File: src/rtl/ps2_pkg.sv
// Shared PS/2 scancode constants and types used by the key controller and
// any other consumer of the event FIFO.
package ps2_pkg;

  localparam logic [7:0] PS2_E0 = 8'hE0;
  localparam logic [7:0] PS2_F0 = 8'hF0;

  typedef enum logic [1:0] {
    S_IDLE = 2'd0,
    S_E0   = 2'd1,
    S_F0   = 2'd2,
    S_E0F0 = 2'd3
  } ps2_state_e;

  typedef struct packed {
    logic       brk;
    logic       ext;
    logic [7:0] code;
  } ps2_event_t;

  // Keyboard status/acknowledge bytes that never represent a key when seen unprefixed.
  function automatic logic ps2_is_ignored(input logic [7:0] b);
    logic hit;
    case (b)
      8'h00, 8'hFF, 8'hFA, 8'hAA, 8'hEE, 8'hFE: hit = 1'b1;
      default:                                  hit = 1'b0;
    endcase
    return hit;
  endfunction

endpackage

File: src/rtl/ps2_key_ctrl_if.sv
// Byte-in / event-out channel of the PS/2 key controller.
interface ps2_key_ctrl_if;
  logic       in_valid;
  logic [7:0] in_data;
  logic       in_err;
  logic       ev_valid;
  logic       ev_ready;
  logic [7:0] ev_code;
  logic       ev_ext;
  logic       ev_brk;

  modport master (
    output in_valid, in_data, in_err, ev_ready,
    input  ev_valid, ev_code, ev_ext, ev_brk
  );

  modport slave (
    input  in_valid, in_data, in_err, ev_ready,
    output ev_valid, ev_code, ev_ext, ev_brk
  );
endinterface

File: src/rtl/ps2_event_fifo.sv
// Small synchronous event FIFO; a push into a full FIFO without a simultaneous
// pop is discarded. Output holds the last departed entry while empty.
module ps2_event_fifo #(
  parameter int DEPTH = 4,
  parameter int WIDTH = 10
) (
  input  logic             clk,
  input  logic             resetn,
  input  logic             push,
  input  logic [WIDTH-1:0] din,
  output logic             full,
  input  logic             pop,
  output logic [WIDTH-1:0] dout,
  output logic             empty
);
  localparam int AW = (DEPTH > 1) ? $clog2(DEPTH) : 1;
  localparam logic [AW:0] FULL_CNT = DEPTH[AW:0];

  logic [AW-1:0]    wr_ptr_q, wr_ptr_d, rd_ptr_q, rd_ptr_d;
  logic [AW:0]      cnt_q, cnt_d;
  logic [WIDTH-1:0] last_q, last_d;
  logic [WIDTH-1:0] mem_q [DEPTH];
  logic             push_ok_s, pop_ok_s;

  assign empty = (cnt_q == '0);
  assign full  = (cnt_q == FULL_CNT);
  assign dout  = empty ? last_q : mem_q[rd_ptr_q];

  // Next-state for pointers, occupancy and the held-on-empty copy of the head.
  always_comb begin
    pop_ok_s  = pop && !empty;
    push_ok_s = push && (!full || pop_ok_s);
    if (push_ok_s) wr_ptr_d = wr_ptr_q + 1'b1;
    else           wr_ptr_d = wr_ptr_q;
    if (pop_ok_s) begin
      rd_ptr_d = rd_ptr_q + 1'b1;
      last_d   = mem_q[rd_ptr_q];
    end else begin
      rd_ptr_d = rd_ptr_q;
      last_d   = last_q;
    end
    cnt_d = cnt_q + {{AW{1'b0}}, push_ok_s} - {{AW{1'b0}}, pop_ok_s};
  end

  // Control registers.
  always_ff @(posedge clk) begin
    if (!resetn) begin
      wr_ptr_q <= '0;
      rd_ptr_q <= '0;
      cnt_q    <= '0;
      last_q   <= '0;
    end else begin
      wr_ptr_q <= wr_ptr_d;
      rd_ptr_q <= rd_ptr_d;
      cnt_q    <= cnt_d;
      last_q   <= last_d;
    end
  end

  // Storage needs no reset: only entries between the pointers are ever observed.
  always_ff @(posedge clk) begin
    if (push_ok_s) mem_q[wr_ptr_q] <= din;
  end

endmodule

File: src/rtl/ps2_key_ctrl.sv
// Turns the raw PS/2 scancode byte stream into make/break events, tracks the
// currently held key and counts distinct presses (typematic repeats excluded).
module ps2_key_ctrl
  import ps2_pkg::*;
#(
  parameter int FIFO_DEPTH  = 4,
  parameter int TIMEOUT_CYC = 50000,
  parameter int REPEAT_EN   = 0
) (
  input  logic                 clk,
  input  logic                 resetn,
  ps2_key_ctrl_if.slave        bus,
  output logic                 held_valid,
  output logic [7:0]           held_code,
  output logic                 held_ext,
  output logic [7:0]           press_cnt,
  output logic                 overflow,
  input  logic                 clr_ovf
);
  localparam int TW = (TIMEOUT_CYC > 1) ? $clog2(TIMEOUT_CYC) : 1;
  localparam logic [TW-1:0] TMO_LAST = TW'(TIMEOUT_CYC - 1);

  ps2_state_e  state_q, state_d;
  logic [TW-1:0] tmo_q, tmo_d;
  logic        held_valid_q, held_valid_d, held_ext_q, held_ext_d;
  logic [7:0]  held_code_q, held_code_d, cnt_q, cnt_d;
  logic        ovf_q, ovf_d;
  logic        is_make_s, is_brk_s, ext_s, match_s, push_s, drop_s;
  logic        fifo_full_s, fifo_empty_s;
  ps2_event_t  ev_s, head_s;

  // Prefix tracking, prefix timeout, and held-key / press-count bookkeeping.
  always_comb begin
    state_d = state_q;
    tmo_d = tmo_q;
    held_valid_d = held_valid_q;
    held_code_d = held_code_q;
    held_ext_d = held_ext_q;
    cnt_d = cnt_q;
    is_make_s = 1'b0;
    is_brk_s = 1'b0;
    ext_s = 1'b0;
    push_s = 1'b0;
    if (bus.in_valid) begin
      tmo_d = '0;
      if (bus.in_err) begin
        state_d = S_IDLE;
      end else begin
        case (state_q)
          S_IDLE: begin
            if (bus.in_data == PS2_E0)            state_d = S_E0;
            else if (bus.in_data == PS2_F0)       state_d = S_F0;
            else if (ps2_is_ignored(bus.in_data)) state_d = S_IDLE;
            else                                  is_make_s = 1'b1;
          end
          S_E0: begin
            if (bus.in_data == PS2_F0)      state_d = S_E0F0;
            else if (bus.in_data == PS2_E0) state_d = S_E0;
            else begin
              is_make_s = 1'b1;
              ext_s = 1'b1;
              state_d = S_IDLE;
            end
          end
          S_F0: begin
            if (bus.in_data == PS2_E0)      state_d = S_E0F0;
            else if (bus.in_data == PS2_F0) state_d = S_F0;
            else begin
              is_brk_s = 1'b1;
              state_d = S_IDLE;
            end
          end
          S_E0F0: begin
            state_d = S_IDLE;
            if (bus.in_data != PS2_E0 && bus.in_data != PS2_F0) begin
              is_brk_s = 1'b1;
              ext_s = 1'b1;
            end else begin
              is_brk_s = 1'b0;
            end
          end
          default: state_d = S_IDLE;
        endcase
      end
    end else if (state_q == S_IDLE) begin
      tmo_d = '0;
    end else if (tmo_q == TMO_LAST) begin
      tmo_d = '0;
      state_d = S_IDLE;
    end else begin
      tmo_d = tmo_q + 1'b1;
    end

    match_s = held_valid_q && (bus.in_data == held_code_q) && (ext_s == held_ext_q);
    if (is_make_s) begin
      if (match_s) begin
        push_s = (REPEAT_EN != 0);
      end else begin
        held_valid_d = 1'b1;
        held_code_d = bus.in_data;
        held_ext_d = ext_s;
        cnt_d = cnt_q + 8'd1;
        push_s = 1'b1;
      end
    end else if (is_brk_s) begin
      push_s = 1'b1;
      if (match_s) held_valid_d = 1'b0;
      else         held_valid_d = held_valid_q;
    end else begin
      push_s = 1'b0;
    end
    ev_s = '{brk: is_brk_s, ext: ext_s, code: bus.in_data};
  end

  // Sticky overflow; a drop in the same cycle as clr_ovf keeps it set.
  always_comb begin
    drop_s = push_s && fifo_full_s && !bus.ev_ready;
    if (drop_s)       ovf_d = 1'b1;
    else if (clr_ovf) ovf_d = 1'b0;
    else              ovf_d = ovf_q;
  end

  // State registers.
  always_ff @(posedge clk) begin
    if (!resetn) begin
      state_q <= S_IDLE;
      tmo_q <= '0;
      held_valid_q <= 1'b0;
      held_code_q <= 8'd0;
      held_ext_q <= 1'b0;
      cnt_q <= 8'd0;
      ovf_q <= 1'b0;
    end else begin
      state_q <= state_d;
      tmo_q <= tmo_d;
      held_valid_q <= held_valid_d;
      held_code_q <= held_code_d;
      held_ext_q <= held_ext_d;
      cnt_q <= cnt_d;
      ovf_q <= ovf_d;
    end
  end

  ps2_event_fifo #(
    .DEPTH (FIFO_DEPTH),
    .WIDTH ($bits(ps2_event_t))
  ) u_fifo (
    .clk    (clk),
    .resetn (resetn),
    .push   (push_s),
    .din    (ev_s),
    .full   (fifo_full_s),
    .pop    (bus.ev_ready),
    .dout   (head_s),
    .empty  (fifo_empty_s)
  );

  assign bus.ev_valid = !fifo_empty_s;
  assign bus.ev_code  = head_s.code;
  assign bus.ev_ext   = head_s.ext;
  assign bus.ev_brk   = head_s.brk;
  assign held_valid   = held_valid_q;
  assign held_code    = held_code_q;
  assign held_ext     = held_ext_q;
  assign press_cnt    = cnt_q;
  assign overflow     = ovf_q;

endmodule

File: src/flat_wrapper.sv
// flat-port wrapper written by rule: the top's interface ports become plain ports
module ps2_key_ctrl_flat import ps2_pkg::*;
#(
  parameter int FIFO_DEPTH  = 4,
  parameter int TIMEOUT_CYC = 50000,
  parameter int REPEAT_EN   = 0
)
  (clk, resetn, held_valid, held_code, held_ext, press_cnt, overflow, clr_ovf, bus_in_valid, bus_in_data, bus_in_err, bus_ev_ready, bus_ev_valid, bus_ev_code, bus_ev_ext, bus_ev_brk);
  ps2_key_ctrl_if bus_i ();
  input  logic clk;
  input  logic resetn;
  output logic held_valid;
  output logic [7:0] held_code;
  output logic held_ext;
  output logic [7:0] press_cnt;
  output logic overflow;
  input  logic clr_ovf;
  input wire logic [$bits(bus_i.in_valid)-1:0] bus_in_valid;
  input wire logic [$bits(bus_i.in_data)-1:0] bus_in_data;
  input wire logic [$bits(bus_i.in_err)-1:0] bus_in_err;
  input wire logic [$bits(bus_i.ev_ready)-1:0] bus_ev_ready;
  output wire logic [$bits(bus_i.ev_valid)-1:0] bus_ev_valid;
  output wire logic [$bits(bus_i.ev_code)-1:0] bus_ev_code;
  output wire logic [$bits(bus_i.ev_ext)-1:0] bus_ev_ext;
  output wire logic [$bits(bus_i.ev_brk)-1:0] bus_ev_brk;
  assign bus_i.in_valid = bus_in_valid;
  assign bus_i.in_data = bus_in_data;
  assign bus_i.in_err = bus_in_err;
  assign bus_i.ev_ready = bus_ev_ready;
  assign bus_ev_valid = bus_i.ev_valid;
  assign bus_ev_code = bus_i.ev_code;
  assign bus_ev_ext = bus_i.ev_ext;
  assign bus_ev_brk = bus_i.ev_brk;
  ps2_key_ctrl #(.FIFO_DEPTH(FIFO_DEPTH), .TIMEOUT_CYC(TIMEOUT_CYC), .REPEAT_EN(REPEAT_EN)) u_core (.clk(clk), .resetn(resetn), .bus(bus_i), .held_valid(held_valid), .held_code(held_code), .held_ext(held_ext), .press_cnt(press_cnt), .overflow(overflow), .clr_ovf(clr_ovf));
endmodule
File: config.mk
export PLATFORM = sky130hd
export DESIGN_NAME = ps2_key_ctrl_flat
export DESIGN_NICKNAME = d
export VERILOG_FILES = /design/src/rtl/ps2_pkg.sv /design/src/rtl/ps2_key_ctrl_if.sv /design/src/rtl/ps2_event_fifo.sv /design/src/rtl/ps2_key_ctrl.sv /design/src/flat_wrapper.sv
export SDC_FILE = /design/constraint.sdc
export NUM_CORES = 1
export LEC_CHECK = 0
export BUFFER_PORTS_ARGS = -buffer_cell sky130_fd_sc_hd__buf_2
export CAP_MARGIN = 15
export CORE_AREA = 10 10 115 117
export DETAILED_ROUTE_END_ITERATION = 10
export DIE_AREA = 0 0 125 127
export SLEW_MARGIN = 10
export SYNTH_ARGS = -nofsm -noshare
export SYNTH_HDL_FRONTEND = slang
export SYNTH_SLANG_ARGS = --single-unit
File: constraint.sdc
create_clock -name clk -period 3.85 [get_ports clk]
set_input_delay 0.77 -clock clk [delete_from_list [all_inputs] [get_ports clk]]
set_output_delay 0.77 -clock clk [all_outputs]
set_load 0.02 [all_outputs]
==> summary.md, run 1 <==
| Metric | Value |
|---|---|
| Logic depth of the worst register-to-register path | `11` |
| Slew @ Worst Pin | `0.811 ns` |
| Clock insertion delay at the later pin of the skew report | `0.35 ns` |
| Pins Over Slew Limit | `0` |
| HPWL after DPL | `6810 um` |
| Area delta synth->final | `14.8%` |
| Die Wd | `125 um` |
| Number of routed nets with antenna violations | `0` |
| Commonest non-fill, non-tap cell in the layout | `dfxtp_1` |
| Max VDD drop | `0.366 mV` |
| DR pass1 iterations | `4` |
| Row Count | `39` |
| Full die area | `15,900 um2` |
| WL final | `9700 um` |
| Post-CTS Resized | `0` |
| Ys async rst share | `0%` |
| Core Region | `11,100 um2` |
| Netlist cell types | `52` |
| Die Y | `127 um` |
| RSZ-0062 raised after global routing | `false` |
| R2r setup slk | `0.62 ns` |
| Critical register-to-register path startpoint | `u_core.u_fifo.cnt_q[1]` |
| N_diodes | `0` |
| First-pass GRT wire length | `15,800 um` |
| Vias | `3,081` |
| Max clock buf depth | `2` |
| CTS tree | `built` |
| Leak Pwr | `1.76 nW` |
| Worst hold path depth | `2` |
| Initial antenna violation count | `0` |
| WS Path Type | `flop to flop` |
| PwrDens | `559 nW/um2` |
| Vias in the first global route | `3,010` |
| Max Clock Skew | `0.00944 ns` |
| Post-synth EDFFs | `40` |
| Main flop type after synthesis | `dfxtp_1` |
| Share of cells above drive strength 1 | `20.3%` |
| Hold EP | `u_core.u_fifo.last_q[3]` |
| Net Count, Synth | `412` |
| Grt ovf | `0` |
| Fmax | `310 MHz` |
| # H-tree levels | `3` |
| Residual DRC | `0` |
| Starting Density | `38.9%` |
| Nets | `451` |
| Clock root cell | `clkbuf_16` |
| Data arrival time of the worst path | `3.46 ns` |
| Reg clk slew, reported paths | `0.07 ns` |
| Reg2Reg Capture Point | `u_core.u_fifo.cnt_q[2]` |
| Rel. slew slack | `45.6%` |
| Gpl congestion | `0.791` |
| GRT Total Usage | `12.1%` |
| Cell Area, Synth | `4320 um2` |
| Register bit total from synthesis | `96` |
| Worst-path maximum fanout | `13` |
| Count of input and output buffers | `43` |
| Placed Cells | `560` |
| Min Tclk post-route | `3.23 ns` |
| CP endpoint kind | `flop` |
| Hold path start | `u_core.u_fifo.last_q[3]` |
| Drt initial violations | `325` |
| Setup TNS | `0 ns` |
| Final Hold Viols | `0` |
| Worst hold path type | `flop to flop` |
| IO Count | `44` |
| Synthesized area per cell | `11.1 um2` |
| Crit start category | `flop` |
| Max-cap viol count | `0` |
| Non-Filler Instances | `576` |
| Period utilization | `83.9%` |
| Worst EP required | `4.08 ns` |
| Sink Count | `96` |
| DR vias/cell | `5.35` |
| Status | `complete, no violations` |
| Sequential area share after synthesis | `53.7%` |
| Post-CTS Setup Bufs | `0` |
| WL per Instance | `16.8 um` |
| Commonest cells after routing, fill and taps aside | `dfxtp_1 (56), buf_2 (43), nand2_1 (41)` |
| Cells after Synth | `389` |
| CTS Buf Count | `9` |
| Synth warn | `0` |
| Final setup fails | `0` |
| Pin count of the biggest net entering global routing | `32` |
| Hold Buf Count CTS | `0` |
==> cells in the mapped netlist (2+ instances only) <==
library cell   n  area [um2]
buf_2          4        20.0
dfxtp_1       56        1120
o31a_1         2        17.5
o21a_1         3        22.5
edfxtp_1      40        1200
ha_1           8         100
nand3_1       13        65.1
xnor2_1       17         149
and2_1         6        37.5
a21oi_1       28         140
o31ai_1       12        90.1
clkbuf_1      11        41.3
inv_1         15        56.3
mux2_2        10         113
nand4_1       14        87.6
or3_1          4        25.0
or4_1          6        45.0
nand2_1       41         154
nand2b_1       4        25.0
nor4_1         4        25.0
o41ai_1        2        17.5
mux2i_1        3        30.0
and4_1         4        35.0
nor2_1        24        90.1
mux4_2        10         225
and3_1         3        18.8
a31oi_1        2        12.5
o21ai_0        8        40.0
xor2_1         8        70.1
nor3_1         4        20.0
a21o_1         2        15.0
==> stage by stage <==
| stage | worst slack (ns) | utilization [%] | instance area [um2] | total power (W) | hold slack (ns) |
|---|---|---|---|---|---|
| floorplan | 0.649 | - | 4320 | 0.00169 | 0.426 |
| global placement | 0.623 | 41.8 | 4650 | 0.00187 | 0.439 |
| detailed placement | 0.485 | 41.8 | 4650 | 0.00188 | 0.450 |
| CTS | 0.608 | 44.6 | 4960 | 0.00281 | 0.463 |
| global route | 0.379 | 44.6 | 4960 | 0.00292 | 0.483 |
| finish | 0.620 | 44.6 | 4960 | 0.00278 | 0.461 |
==> worst max-delay path by stage <==
stage                                       from  cells past startpoint  slack [ns]                endpoint
final                     u_core.u_fifo.cnt_q[1]                     11        0.62  u_core.u_fifo.cnt_q[2]
after global routing      u_core.u_fifo.cnt_q[1]                     11        0.38  u_core.u_fifo.cnt_q[2]
after CTS                 u_core.u_fifo.cnt_q[1]                     11        0.61  u_core.u_fifo.cnt_q[2]
after detailed placement          bus_in_data[7]                     14        0.48  u_core.u_fifo.cnt_q[2]
after global placement            bus_in_data[7]                     14        0.62  u_core.u_fifo.cnt_q[2]
after floorplan                   bus_in_data[2]                     13        0.65  u_core.u_fifo.cnt_q[2]
==> registers in the layout (all words and copies together), names as in the netlist, named ones only <==
register,cells
u_core.u_fifo.mem_q,40
u_core.tmo_q,16
u_core.u_fifo.last_q,10
u_core.held_code,8
u_core.press_cnt,8
u_core.u_fifo.cnt_q,3
u_core.state_q,2
u_core.u_fifo.rd_ptr_q,2
u_core.u_fifo.wr_ptr_q,2
u_core.held_ext,1
u_core.held_valid,1
u_core.overflow,1
==> power breakdown <==
part	total (W)	switching, W	internal (W)	leakage (nW)
sequential	0.00120	0.0000727	0.00113	0.812
clock	0.000927	0.000410	0.000517	0.150
combinational	0.000646	0.000364	0.000282	0.794
==> metal layers <==
layer | wire (um) | vias up | track usage, %
li1 | - | 1508 | -
met1 | 4380 | 1488 | 14.8
met2 | 4600 | 77 | 19.3
met3 | 589 | 8 | 4.51
met4 | 123 | 0 | 3.59
met5 | 0 | - | 0
==> worst max-delay path, stage by stage (launching register included) <==
cell     delay [ns]
dfxtp_1        0.36
or3_1          0.62
nand2_1        0.43
inv_1          0.34
ha_1           0.37
inv_1          0.06
ha_1           0.13
inv_1          0.05
fa_1           0.37
xor2_1         0.19
xnor2_1        0.15
nor2_1         0.05
==> kinds of logic after synthesis <==
logic type      after synthesis  synth area share, %
xor+xnor                     25                 5.06
buf+inv                      34                 3.70
fa+ha+maj                     9                 2.78
simple gates                134                 16.0
mux                          23                 8.51
flops                        96                 53.7
compound gates               68                 10.2
==> cell type report <==
type,count,area [um2]
multi-input cells,259,1850
clock inverters,7,86.3
flip-flops and latches,96,2320
fillers,1053,6160
repair buffers,47,245
inverters,15,56.3
clock buffers,9,225
well taps,143,179
(Power assumes the default switching activity.)
==> run 2: changes to the inputs <==
Clock period 3.85 ns to 2.9 ns, I/O delays scaled along.
==> run 2 against run 1 <==
  * Clock power increased by 14%
  * Die area unchanged
  * Global-route usage increased by 0.52 points
  * Flip-flop and latch count unchanged
  * Largest cell class unchanged
  * Largest power group unchanged
  * Count of clock-buffer cells in the layout increased by 1
  * Routed wire length increased by 2.0%
==> summary.md, run 2 (same netlist as run 1, synthesis figures left out) <==
| Metric | Value |
|---|---|
| Vias in the first global route | `3,216` |
| Max-cap viol count | `0` |
| First-pass GRT wire length | `16,400 um` |
| Post-CTS Resized | `0` |
| Largest register FFs | `40` |
| Status | `complete, no violations` |
| Max VDD drop | `0.635 mV` |
| Leak Pwr | `1.89 nW` |
| WS Path Type | `input port to flop` |
| Die Y | `127 um` |
| Slew @ Worst Pin | `0.878 ns` |
| GRT Total Usage | `12.6%` |
| RSZ-0062 raised after global routing | `false` |
| Worst hold path type | `flop to flop` |
| DR vias/cell | `5.22` |
| Fmax | `376 MHz` |
| Comb pwr share | `26.4%` |
| Starting Density | `38.9%` |
| CTS tree | `built` |
| Commonest cells after routing, fill and taps aside | `dfxtp_1 (56), buf_2 (43), nand2_1 (41)` |
| Rel. slew slack | `41.1%` |
| Post-CTS Setup Bufs | `0` |
| Design internal power | `0.00251 W` |
| Residual DRC | `0` |
| Top reg by flops | `u_core.u_fifo.mem_q` |
| Reg power frac | `43.8%` |
| Gpl congestion | `0.901` |
| Final Util | `46.5%` |
| Min Tclk post-route | `2.66 ns` |
| Die Wd | `125 um` |
| Worst-path maximum fanout | `8` |
| Commonest non-fill, non-tap cell in the layout | `dfxtp_1` |
| WL per Instance | `16.2 um` |
| Final setup fails | `0` |
| Count of input and output buffers | `43` |
| Top Registers | `u_core.u_fifo.mem_q x40, u_core.tmo_q x16, u_core.u_fifo.last_q x10` |
| Nets | `484` |
| Hold Buf Count CTS | `0` |
| Crit start category | `input port` |
| Initial antenna violation count | `0` |
| Reg clk slew, reported paths | `0.06 ns` |
| Drt initial violations | `211` |
| Data arrival time of the worst path | `2.88 ns` |
| Non-Filler Instances | `609` |
| IO Count | `44` |
| Clock insertion delay at the later pin of the skew report | `0.34 ns` |
| Worst EP required | `3.12 ns` |
| WL final | `9890 um` |
| Net Switching | `0.00106 W` |
| Sw frac | `29.8%` |
| Clock network power share | `29.8%` |
| Placed Cells | `593` |
| Final Hold Viols | `0` |
| Full die area | `15,900 um2` |
| Max clock buf depth | `2` |
| Period utilization | `91.6%` |
| Pin count of the biggest net entering global routing | `32` |
| Number of routed nets with antenna violations | `0` |
| CP endpoint kind | `flop` |
| Share of cells above drive strength 1 | `25.5%` |
| Core Region | `11,100 um2` |
| Filler Cell Count | `1,038` |
| Area delta synth->final | `19.6%` |
| Vias | `3,181` |
| Row Count | `39` |
| Sink Count | `96` |
| PwrDens | `690 nW/um2` |
| DR pass1 iterations | `4` |
| N_diodes | `0` |
| HPWL after DPL | `7130 um` |
| Max Clock Skew | `0.00518 ns` |
| Clock root cell | `clkbuf_16` |
| Grt ovf | `0` |
| CTS Buf Count | `9` |
| # H-tree levels | `3` |
| Pins Over Slew Limit | `0` |
## run 2: worst paths after layout
kind	endpoint	depth (start not counted)	slack (ns)	from
worst max register to register	u_core.u_fifo.cnt_q[2]	12	0.25	u_core.u_fifo.cnt_q[1]
worst min-delay path	u_core.u_fifo.last_q[0]	2	0.45	u_core.u_fifo.last_q[0]
worst max-delay path	u_core.u_fifo.cnt_q[2]	14	0.24	bus_in_data[1]
worst min register to register	u_core.u_fifo.last_q[0]	2	0.45	u_core.u_fifo.last_q[0]
## run 2: area by class of cell
class	count	area (um2)	area share (%)
Multi-Input combinational cell	259	1860	35.9
Clock buffer	10	229	4.43
Clock inverter	6	36.3	0.701
Tap cell	143	179	3.46
Inverter	15	56.3	1.09
Timing Repair Buffer	80	493	9.53
Sequential cell	96	2320	44.9
## run 2: power groups by stage
stage	clock network [W]	registers [W]	logic, W
final	0.00106	0.00156	0.000943
after global routing	0.00115	0.00158	0.00105
after CTS	0.00110	0.00156	0.000962
after detailed placement	0	0.00159	0.000956
after global placement	0	0.00159	0.000949
after floorplan	0	0.00158	0.000665
## run 2: stage by stage
| stage | instance area (um2) | worst slack (ns) | TNS (ns) | power (W) | hold slack, ns |
|---|---|---|---|---|---|
| 3_5_place_dp | 4910 | -0.112 | -0.112 | 0.00255 | 0.447 |
| 3_3_place_gp | 4910 | -0.0742 | -0.0742 | 0.00254 | 0.438 |
| 2_1_floorplan | 4330 | 0.0651 | 0 | 0.00224 | 0.426 |
| 4_1_cts | 5170 | 0.229 | 0 | 0.00363 | 0.456 |
| 6_report | 5170 | 0.243 | 0 | 0.00357 | 0.452 |
| 5_1_grt | 5170 | 0.133 | 0 | 0.00378 | 0.478 |
## run 2: layer usage
layer	up-vias	global-route usage [%]	part of all wire, %
li1	1580	-	-
met1	1519	15.1	46
met2	72	20.4	47
met3	10	4.67	5.7
met4	0	4.20	1.2
met5	-	0	0
## run 2: critical path, stage by stage
cell and delay, ns:
buf_2 0.15, or4_1 0.53, a21o_1 0.19, nand2_1 0.10, a221oi_2 0.08, inv_1 0.07, ha_1 0.22, inv_1 0.05
ha_1 0.12, inv_1 0.04, fa_1 0.37, xor2_1 0.17, xnor2_1 0.14, nor2_1 0.05
==> run 3: changes to the inputs <==
Settings changed: ABC_AREA set to 1, CORE_AREA 10 10 115 117 to 10 10 116 118, DIE_AREA 0 0 125 127 to 0 0 126 128.
==> run 3 against run 2 <==
  * Count of clock-buffer cells in the layout is the same
  * Clock skew grew 0.0034 ns
  * Core utilization shrank 1.5 points
  * Sequential share of layout area grew 1.1 points
  * Sequential power grew 3%
  * Via count grew 10%
  * First-iteration DRC count grew 33%
==> summary.md, run 3 <==
| Metric | Value |
|---|---|
| Status | `complete, no violations` |
| DR pass1 iterations | `4` |
| WS Path Type | `input port to flop` |
| Period utilization | `88.4%` |
| HPWL after DPL | `6770 um` |
| Ys async rst share | `0%` |
| Register bit total from synthesis | `96` |
| Final worst slack | `0.338 ns` |
| CTS tree | `built` |
| Fin Hold WS | `0.454 ns` |
| Sink Count | `96` |
| CP max stage delay | `0.37 ns` |
| Die Wd | `126 um` |
| Cell Area, Synth | `4350 um2` |
| Count of input and output buffers | `43` |
| WL per Instance | `13.3 um` |
| Row Count | `39` |
| Slew @ Worst Pin | `0.592 ns` |
| Hold Buf Count CTS | `0` |
| Net Count, Synth | `539` |
| Post-synth EDFFs | `40` |
| Setup WS pre-CTS | `-0.0230 ns` |
| GRT Total Usage | `11.9%` |
| Core Region | `11,200 um2` |
| Clock root cell | `clkbuf_16` |
| Number of routed nets with antenna violations | `0` |
| First-pass GRT wire length | `15,800 um` |
| N_diodes | `0` |
| Worst hold path type | `flop to flop` |
| Largest register FFs | `40` |
| Crit start category | `input port` |
| Max Clock Skew | `0.00854 ns` |
| Most frequent CP cell | `inv_1` |
| Post-CTS Resized | `0` |
| RSZ-0062 raised after global routing | `false` |
| Max clock buf depth | `2` |
| Initial antenna violation count | `0` |
| Final Hold Viols | `0` |
| DR vias/cell | `4.89` |
| WL final | `9540 um` |
| CP endpoint kind | `flop` |
| Worst-path maximum fanout | `6` |
| Sequential area share after synthesis | `53.4%` |
| Fmax | `390 MHz` |
| Rel. slew slack | `60.5%` |
| Die Y | `128 um` |
| Power, Total | `0.00393 W` |
| Residual DRC | `0` |
| Commonest cells after routing, fill and taps aside | `nor2_1 (92), inv_1 (66), nand2_1 (64)` |
| PwrDens | `778 nW/um2` |
| Count leader, synth | `nor2_1` |
| Reg clk slew, reported paths | `0.06 ns` |
| Grt ovf | `0` |
| Worst EP required | `3.13 ns` |
| Slowest-stage cell, CP | `fa_1` |
| Max-cap viol count | `0` |
| CTS Buf Count | `9` |
| Cells after Synth | `516` |
| Most frequent cells after synthesis | `nor2_1 (92), inv_1 (66), nand2_1 (64), dfxtp_1 (56), o21ai_0 (46)` |
| Netlist cell types | `36` |
| Pin count of the biggest net entering global routing | `32` |
| Main flop type after synthesis | `dfxtp_1` |
| # H-tree levels | `3` |
| Final setup fails | `0` |
| Post-synth top area cell | `edfxtp_1` |
| Full die area | `16,100 um2` |
| Synthesized area per cell | `8.43 um2` |
| Min Tclk post-route | `2.56 ns` |
| Synth warn | `0` |
| Vias in the first global route | `3,296` |
| Nets | `590` |
| Max VDD drop | `0.615 mV` |
| Share of the synthesized area in the top cell type | `27.6%` |
| Leak Pwr | `2.07 nW` |
| Share of cells above drive strength 1 | `14.5%` |
| Starting Density | `38.7%` |
| Area delta synth->final | `16.2%` |
| Gpl congestion | `0.790` |
| Largest cells by area after synthesis | `edfxtp_1 (28%), dfxtp_1 (26%), nor2_1 (7.9%)` |
| Cell Chain, Critical Path | `buf_2 -> inv_1 -> nor2_1 -> inv_1 -> nor2_1 -> inv_1 -> nand2_2 -> nand2_1 -> ha_1 -> inv_1 -> ha_1 -> inv_1 -> fa_1 -> o21ai_0 -> a21oi_1` |
| Data arrival time of the worst path | `2.79 ns` |
| IO Count | `44` |
| Drt initial violations | `281` |
| Post-CTS Setup Bufs | `0` |
| Vias | `3,498` |
| Top Registers | `u_core.u_fifo.mem_q x40, u_core.tmo_q x16, u_core.u_fifo.last_q x10` |
| Commonest non-fill, non-tap cell in the layout | `nor2_1` |
| Clock insertion delay at the later pin of the skew report | `0.34 ns` |
| Pins Over Slew Limit | `0` |
| Top reg by flops | `u_core.u_fifo.mem_q` |
-- run 3: power breakdown --
part	internal, W	leakage, nW	switching (W)
Sequential	0.00153	0.818	0.0000722
Clock	0.000672	0.141	0.000507
Combinational	0.000373	1.11	0.000772
Total	0.00258	2.07	0.00135
-- run 3: cells by family (layout without fill, tap and decap cells) --
kind of cell,after synthesis,count (layout),synth area share [%]
flops,96,96,53.4
xor+xnor,8,8,1.61
fa+ha+maj,9,9,2.76
buf+inv,84,140,7.77
simple gates,209,209,21.1
compound gates,110,110,13.4
-- run 3: per-layer routing --
metal / vias to the layer above / global-route usage [%] / share of wire (%)
li1: 1810 / - / -
met1: 1610 / 13.5 / 43
met2: 66 / 20.5 / 49
met3: 12 / 4.26 / 6.2
met4: 0 / 3.95 / 1.5
met5: - / 0 / 0
-- run 3: path summary, 6_finish.rpt --
| kind | cells after the start | slack (ns) | start | end |
|---|---|---|---|---|
| worst max register to register | 17 | 0.54 | u_core.held_code[4] | u_core.u_fifo.cnt_q[2] |
| worst max-delay path | 15 | 0.34 | bus_in_valid | u_core.u_fifo.cnt_q[2] |
| worst min register to register | 1 | 0.45 | u_core.tmo_q[0] | u_core.tmo_q[0] |
| worst min-delay path | 1 | 0.45 | u_core.tmo_q[0] | u_core.tmo_q[0] |
-- run 3: critical path, delay by kind of cell --
| family | cells | cell delay (ns) |
|---|---|---|
| AND/OR/NAND/NOR | 4 | 0.76 |
| adder cells (fa/ha/maj) | 3 | 0.81 |
| buffers and inverters | 6 | 0.42 |
| AO/OA/AOI/OAI | 2 | 0.21 |
-- run 3: final cells by class --
cell class | instances | area, um2
fillers | 1107 | 6170
flip-flops and latches | 96 | 2320
multi-input cells | 336 | 1690
repair buffers | 56 | 313
inverters | 68 | 255
clock buffers | 10 | 229
well taps | 143 | 179
clock inverters | 6 | 67.6
-- run 3: per-stage QoR --
step | util, % | cell area (um2) | setup TNS (ns) | instances
after floorplan | - | 4350 | 0 | 516
after global placement | 42.4 | 4760 | 0 | 699
after detailed placement | 42.4 | 4760 | -0.0230 | 699
after CTS | 45.0 | 5050 | 0 | 715
after global routing | 45.0 | 5050 | 0 | 715
final | 45.0 | 5050 | 0 | 715
